<file path="src/rtl/adrv9001_rx_packetizer.sv">
// ADRV9001 receive-channel packetizer: buffers the free-running I/Q stream
// and re-emits it as an AXI-stream with programmable-length tlast framing.
module adrv9001_rx_packetizer #(
    parameter int DATA_WIDTH = 32,
    parameter int FIFO_DEPTH = 16,
    parameter int LEN_WIDTH  = 16
) (
    input  logic                  axis_aclk,
    input  logic                  rst,
    input  logic                  enable,
    input  logic [LEN_WIDTH-1:0]  pkt_len,
    input  logic [DATA_WIDTH-1:0] s_axis_tdata,
    input  logic                  s_axis_tvalid,
    output logic [DATA_WIDTH-1:0] m_axis_tdata,
    output logic                  m_axis_tvalid,
    input  logic                  m_axis_tready,
    output logic                  m_axis_tlast,
    output logic                  m_axis_tuser,
    output logic                  overflow,
    output logic [31:0]           overflow_cnt,
    output logic                  busy
);

    localparam int AW = $clog2(FIFO_DEPTH);
    localparam int CW = AW + 1;

    typedef enum logic [1:0] {
        IDLE   = 2'd0,
        RUN    = 2'd1,
        FINISH = 2'd2,
        DRAIN  = 2'd3
    } state_t;

    state_t                r_state;
    state_t                w_state_nxt;

    logic [DATA_WIDTH-1:0] r_mem_data [FIFO_DEPTH];
    logic [FIFO_DEPTH-1:0] r_mem_user;
    logic [AW-1:0]         r_wr_ptr;
    logic [AW-1:0]         r_rd_ptr;
    logic [CW-1:0]         r_count;

    logic [LEN_WIDTH-1:0]  r_len_m1;
    logic [LEN_WIDTH-1:0]  r_in_cnt;
    logic [LEN_WIDTH-1:0]  r_out_cnt;
    logic                  r_pend_user;
    logic                  r_overflow;
    logic [31:0]           r_overflow_cnt;

    logic                  w_start;
    logic                  w_capture;
    logic                  w_wr_req;
    logic                  w_full;
    logic                  w_rd;
    logic                  w_wr;
    logic                  w_drop;
    logic                  w_in_wrap;
    logic [LEN_WIDTH-1:0]  w_in_nxt;

    assign w_start   = (r_state == IDLE) && enable;
    assign w_capture = (r_state == RUN) || (r_state == FINISH);
    assign w_wr_req  = w_capture && s_axis_tvalid;
    assign w_full    = (r_count == CW'(FIFO_DEPTH));
    assign w_rd      = m_axis_tvalid && m_axis_tready;
    assign w_wr      = w_wr_req && (!w_full || w_rd);
    assign w_drop    = w_wr_req && !w_wr;
    assign w_in_wrap = w_wr && (r_in_cnt == r_len_m1);

    // Stop decisions use the post-write count so a packet is never cut short
    always_comb begin
        w_in_nxt = r_in_cnt;
        if (w_in_wrap) begin
            w_in_nxt = '0;
        end else if (w_wr) begin
            w_in_nxt = r_in_cnt + LEN_WIDTH'(1);
        end
    end

    always_ff @(posedge axis_aclk) begin
        if (rst) begin
            r_state <= IDLE;
        end else begin
            r_state <= w_state_nxt;
        end
    end

    always_comb begin
        w_state_nxt = r_state;
        unique case (r_state)
            IDLE: begin
                if (enable) begin
                    w_state_nxt = RUN;
                end
            end
            RUN: begin
                if (!enable) begin
                    w_state_nxt = (w_in_nxt == '0) ? DRAIN : FINISH;
                end
            end
            FINISH: begin
                if (w_in_nxt == '0) begin
                    w_state_nxt = DRAIN;
                end
            end
            DRAIN: begin
                if (r_count == '0) begin
                    w_state_nxt = IDLE;
                end
            end
            default: w_state_nxt = IDLE;
        endcase
    end

    always_comb begin
        busy = (r_state != IDLE);
    end

    always_ff @(posedge axis_aclk) begin
        if (w_wr) begin
            r_mem_data[r_wr_ptr] <= s_axis_tdata;
            r_mem_user[r_wr_ptr] <= r_pend_user;
        end
    end

    always_ff @(posedge axis_aclk) begin
        if (rst) begin
            r_wr_ptr <= '0;
            r_rd_ptr <= '0;
            r_count  <= '0;
        end else begin
            if (w_wr) begin
                r_wr_ptr <= r_wr_ptr + AW'(1);
            end
            if (w_rd) begin
                r_rd_ptr <= r_rd_ptr + AW'(1);
            end
            unique case ({w_wr, w_rd})
                2'b10:   r_count <= r_count + CW'(1);
                2'b01:   r_count <= r_count - CW'(1);
                default: r_count <= r_count;
            endcase
        end
    end

    always_ff @(posedge axis_aclk) begin
        if (rst) begin
            r_len_m1  <= '0;
            r_in_cnt  <= '0;
            r_out_cnt <= '0;
        end else if (w_start) begin
            r_len_m1  <= (pkt_len == '0) ? '0 : pkt_len - LEN_WIDTH'(1);
            r_in_cnt  <= '0;
            r_out_cnt <= '0;
        end else begin
            r_in_cnt <= w_in_nxt;
            if (w_rd) begin
                if (r_out_cnt == r_len_m1) begin
                    r_out_cnt <= '0;
                end else begin
                    r_out_cnt <= r_out_cnt + LEN_WIDTH'(1);
                end
            end
        end
    end

    always_ff @(posedge axis_aclk) begin
        if (rst) begin
            r_pend_user    <= 1'b0;
            r_overflow     <= 1'b0;
            r_overflow_cnt <= '0;
        end else if (w_start) begin
            r_pend_user    <= 1'b0;
            r_overflow     <= 1'b0;
            r_overflow_cnt <= '0;
        end else if (w_drop) begin
            r_pend_user <= 1'b1;
            r_overflow  <= 1'b1;
            if (r_overflow_cnt != 32'hFFFF_FFFF) begin
                r_overflow_cnt <= r_overflow_cnt + 32'd1;
            end
        end else if (w_wr) begin
            r_pend_user <= 1'b0;
        end
    end

    assign m_axis_tvalid = (r_count != '0);
    assign m_axis_tdata  = m_axis_tvalid ? r_mem_data[r_rd_ptr] : '0;
    assign m_axis_tuser  = m_axis_tvalid && r_mem_user[r_rd_ptr];
    assign m_axis_tlast  = m_axis_tvalid && (r_out_cnt == r_len_m1);
    assign overflow      = r_overflow;
    assign overflow_cnt  = r_overflow_cnt;

endmodule
</file>
<file path="config.mk">
export PLATFORM = sky130hd
export DESIGN_NAME = adrv9001_rx_packetizer
export DESIGN_NICKNAME = d
export VERILOG_FILES = /design/src/rtl/adrv9001_rx_packetizer.sv
export SDC_FILE = /design/constraint.sdc
export NUM_CORES = 1
export LEC_CHECK = 0
export BUFFER_PORTS_ARGS = -buffer_cell sky130_fd_sc_hd__buf_4
export CAP_MARGIN = 30
export CORE_MARGIN = 1.5
export CORE_UTILIZATION = 55
export DETAILED_ROUTE_END_ITERATION = 10
export PLACE_DENSITY = 0.72
export REMOVE_ABC_BUFFERS = 1
export SLEW_MARGIN = 10
export SYNTH_ARGS = -nofsm -noshare
export SYNTH_HDL_FRONTEND = slang
export SYNTH_SLANG_ARGS = --single-unit
</file>
<file path="constraint.sdc">
create_clock -name axis_aclk -period 4.2 [get_ports axis_aclk]
set_input_delay 0.63 -clock axis_aclk [delete_from_list [all_inputs] [get_ports axis_aclk]]
set_output_delay 0.63 -clock axis_aclk [all_outputs]
set_load 0.01 [all_outputs]
</file>
==> summary.txt <==
Clock network
  – H-tree levels: 2
  – CTS buffer count: 61
  – CTS sink count: roughly 630
  – Hold buffer count at CTS: 0
  – # Post-CTS Setup Buffers: 0
  – CTS tree: done
  – Root buffer cell: clkbuf_16
  – Reg clk slew, reported paths: 0.06 ns
  – Clk_lat worst skew: 0.64 ns
  – Post-CTS Resized: 0
  – Max clock buf depth: 3

Status
  – Status: finished, final reports clean

Route
  – Total Wirelength: between 50000 and 60000 um
  – Post-DR vias/cell: between 5 and 6
  – DRT Pass-1 Iters: 5
  – Number of DRC markers in iteration 0: 1234
  – ANT nets after route: 0
  – Vias: 13300
  – DRC: 0
  – Average wire per standard cell: 23.8 um

Layout
  – Nets@finish: 1657
  – Layout cells sized above 1: 28.2%
  – Area occupied by registers: between 15000 and 20000 um2
  – Multi-input logic area: 7230 um2
  – Synthesis-to-layout area growth: 16.1%
  – Antenna diodes: 0
  – Fill count: 3061
  – Finished Core Util: 64.9%

Global routing
  – GR Overflow Total: 0
  – Met1 Use GR: a little under a third
  – GR peak layer: met2
  – Vias in the first global route: 13600
  – First-pass GRT wire length: 81200 um
  – Initial antenna violation count: 1
  – Met2 GRT Util: a little under two fifths
  – M3 GR Usage: 3.47%
  – Total GRT Usage: 23.0%
  – Pin count of the biggest net entering global routing: 58

Power
  – P_leak: 9.48 nW
  – Pwr/cell area: 556 nW/um2
  – VDD IR max: 0.458 mV

Floorplanning
  – Die area: 47400 um2
  – CORE AREA: 45400 um2
  – Io pins: approximately 120
  – Initial Utilization: 55.8%
  – Chip height: about 220 um
  – Die width: 218 um
  – Row count: between 70 and 80

Synthesis
  – Distinct cell type count after synthesis: 67
  – Register area share after synthesis: between 70% and 80%
  – Avg Cell Area, Syn: 17.8 um2
  – Cell taking the most area after synthesis: edfxtp_1
  – Synth Instances: 1426
  – Flops & latches, synth: 629
  – Post-synthesis instance area: 25300 um2
  – Synth warnings: 0
  – Synth top area share: 62.6%
  – Area contributors post-synth: edfxtp_1, mux4_2, dfxtp_1
  – Most common library cells after synthesis: edfxtp_1, mux4_2, nor2_1, dfxtp_1, nand2_1
  – EDFF count, synth: 528
  – Asr flop ratio synth: 0%
  – Cell with the most instances after synthesis: edfxtp_1
  – Top FF cell, synth: edfxtp_1

STA
  – Final Hold Viols: 0
  – Period minus WS final: 3.80 ns
  – Final clock skew: about 0.018 ns
  – Pin slew with the least headroom to its limit: 0.767 ns
  – Max Freq: 263 MHz
  – Slew Limit Headroom: between 40% and 50%
  – Setup ws final: roughly 0.40 ns
  – Setup violators final: 0
  – Final Cycle Share: 90.5%
  – Slew Viols, Final: 0
  – RSZ-0062 raised after global routing: no

Run
  – MaxCap Viol Count: 0

Min path
  – Worst Hold End: r_len_m1[0]$_SDFFE_PP0P_
  – Hold crit path type: input pin to flip-flop
  – Hold_sp: pkt_len[0]
  – Hold path cells: 2

Worst setup path
  – Worst Path Required: 3.57 ns
  – Top Family by Delay on Critical Path: multiplexers
  – CP startpoint kind: flip-flop
  – Worst EP arrival: 3.17 ns
  – CP Buf/Inv Count: 2
  – Reg2reg end: r_count[4]$_SDFFE_PP0P_
  – Reg2reg path depth: 14
  – Crit path kind: flip-flop to output pin
  – Slowest cell on the critical path: dfxtp_4
  – Worst-path fanout max: 30
  – Crit-path cells: buf_4 > mux4_2 > mux4_2 > and2_1 > buf_4
  – Flop-to-flop setup slack: 0.76 ns
  – Crit end category: output pin
  – Reg-to-Reg Start: r_state[0]$_SDFFE_PP0P_
  – Worst path max stage delay: 0.82 ns

Placement
  – PortBufs: roughly 120
  – Pre-CTS WS: 0.821 ns
  – Final GP Congestion: approximately 0.82
  – HPWL reported at the end of detailed placement: 31300 um
## sequential cells by signal, summed over array words and instances (netlist names), named ones only
signal and count:
r_state 2, overflow 1, overflow_cnt 32, r_wr_ptr 4, r_mem_user 16, r_mem_data 512, r_pend_user 1, r_in_cnt 16
r_rd_ptr 4, r_count 5, r_out_cnt 16, r_len_m1 16
## layout by cell type (no fill, tap or decap), types with 3 or more instances in the layout
cell / instances
edfxtp_1: 528
mux4_2: 165
buf_4: 146
nor2_1: 99
dfxtp_1: 97
nand2_1: 71
clkbuf_16: 62
xor2_1: 61
xnor2_1: 48
and2_1: 34
nand3_1: 26
o21ai_0: 26
a21oi_1: 22
inv_1: 20
nor3_1: 18
nand4_1: 17
ha_1: 17
buf_12: 17
clkbuf_1: 15
nor4_1: 12
nor2_4: 12
clkinv_2: 12
clkinv_1: 9
or3_1: 7
bufinv_16: 7
and3_1: 6
nand2b_1: 5
nor3_2: 5
and4_1: 5
nor2b_1: 4
clkbuf_8: 4
or4_1: 3
mux2i_1: 3
o211ai_1: 3
a31oi_1: 3
clkinv_4: 3
## cell families (layout without fill, tap and decap cells)
logic type / after synthesis / in the layout / share of synthesized area, %
simple gates: 340 / 340 / 6.68
fa+ha+maj: 18 / 18 / 0.918
compound gates: 75 / 75 / 1.93
buf+inv: 87 / 300 / 1.39
mux: 168 / 168 / 14.8
xor+xnor: 109 / 109 / 3.77
flops: 629 / 629 / 70.5
## stage by stage
step / instance area (um2) / hold slack (ns) / total power, mW / cells / setup TNS [ns]
after floorplan: 25100 / 0.463 / 9.74 / 1359 / -139.99
after global placement: 27400 / 0.464 / 11.0 / 2122 / 0
after detailed placement: 27400 / 0.481 / 11.0 / 2123 / 0
after CTS: 29400 / 0.214 / 16.5 / 2239 / 0
after global routing: 29400 / 0.242 / 17.0 / 2239 / 0
final: 29400 / 0.234 / 16.4 / 2239 / 0
## area by class of cell
| cell class | instances | area share [%] |
|---|---|---|
| sequential | 629 | 60.8 |
| inverter | 20 | 0.255 |
| multi-input combinational | 710 | 24.6 |
| tap | 600 | 2.55 |
| clock inverter | 35 | 1.30 |
| timing repair buffer | 164 | 4.93 |
| clock buffer | 81 | 5.65 |
## power by group
| group | internal [mW] | leakage, nW | switching, mW |
|---|---|---|---|
| sequential | 7.00 | 5.55 | 0.256 |
| clock | 3.22 | 1.00 | 2.30 |
| combinational | 1.86 | 2.93 | 1.74 |
| total | 12.1 | 9.48 | 4.30 |
## worst max-delay path by stage
stage	startpoint	endpoint	slack (ns)	depth (start not counted)
final	flip-flop	m_axis_tdata[11]	0.40	5
after CTS	flip-flop	m_axis_tdata[11]	0.33	5
after global routing	flip-flop	m_axis_tdata[11]	0.26	5
after global placement	r_state[0]$_SDFFE_PP0P_	r_count[4]$_SDFFE_PP0P_	0.97	14
after floorplan	flip-flop	m_axis_tdata[0]	-3.03	3
after detailed placement	r_state[0]$_SDFFE_PP0P_	r_count[4]$_SDFFE_PP0P_	0.82	14
## metal layers
metal / up-vias / routed length (um)
li1: 5919 / -
met4: 2 / 1160
met1: 6907 / 22500
met5: - / 11
met3: 82 / 3080
met2: 379 / 26500
Note: power is estimated with default switching activity, not from simulation.
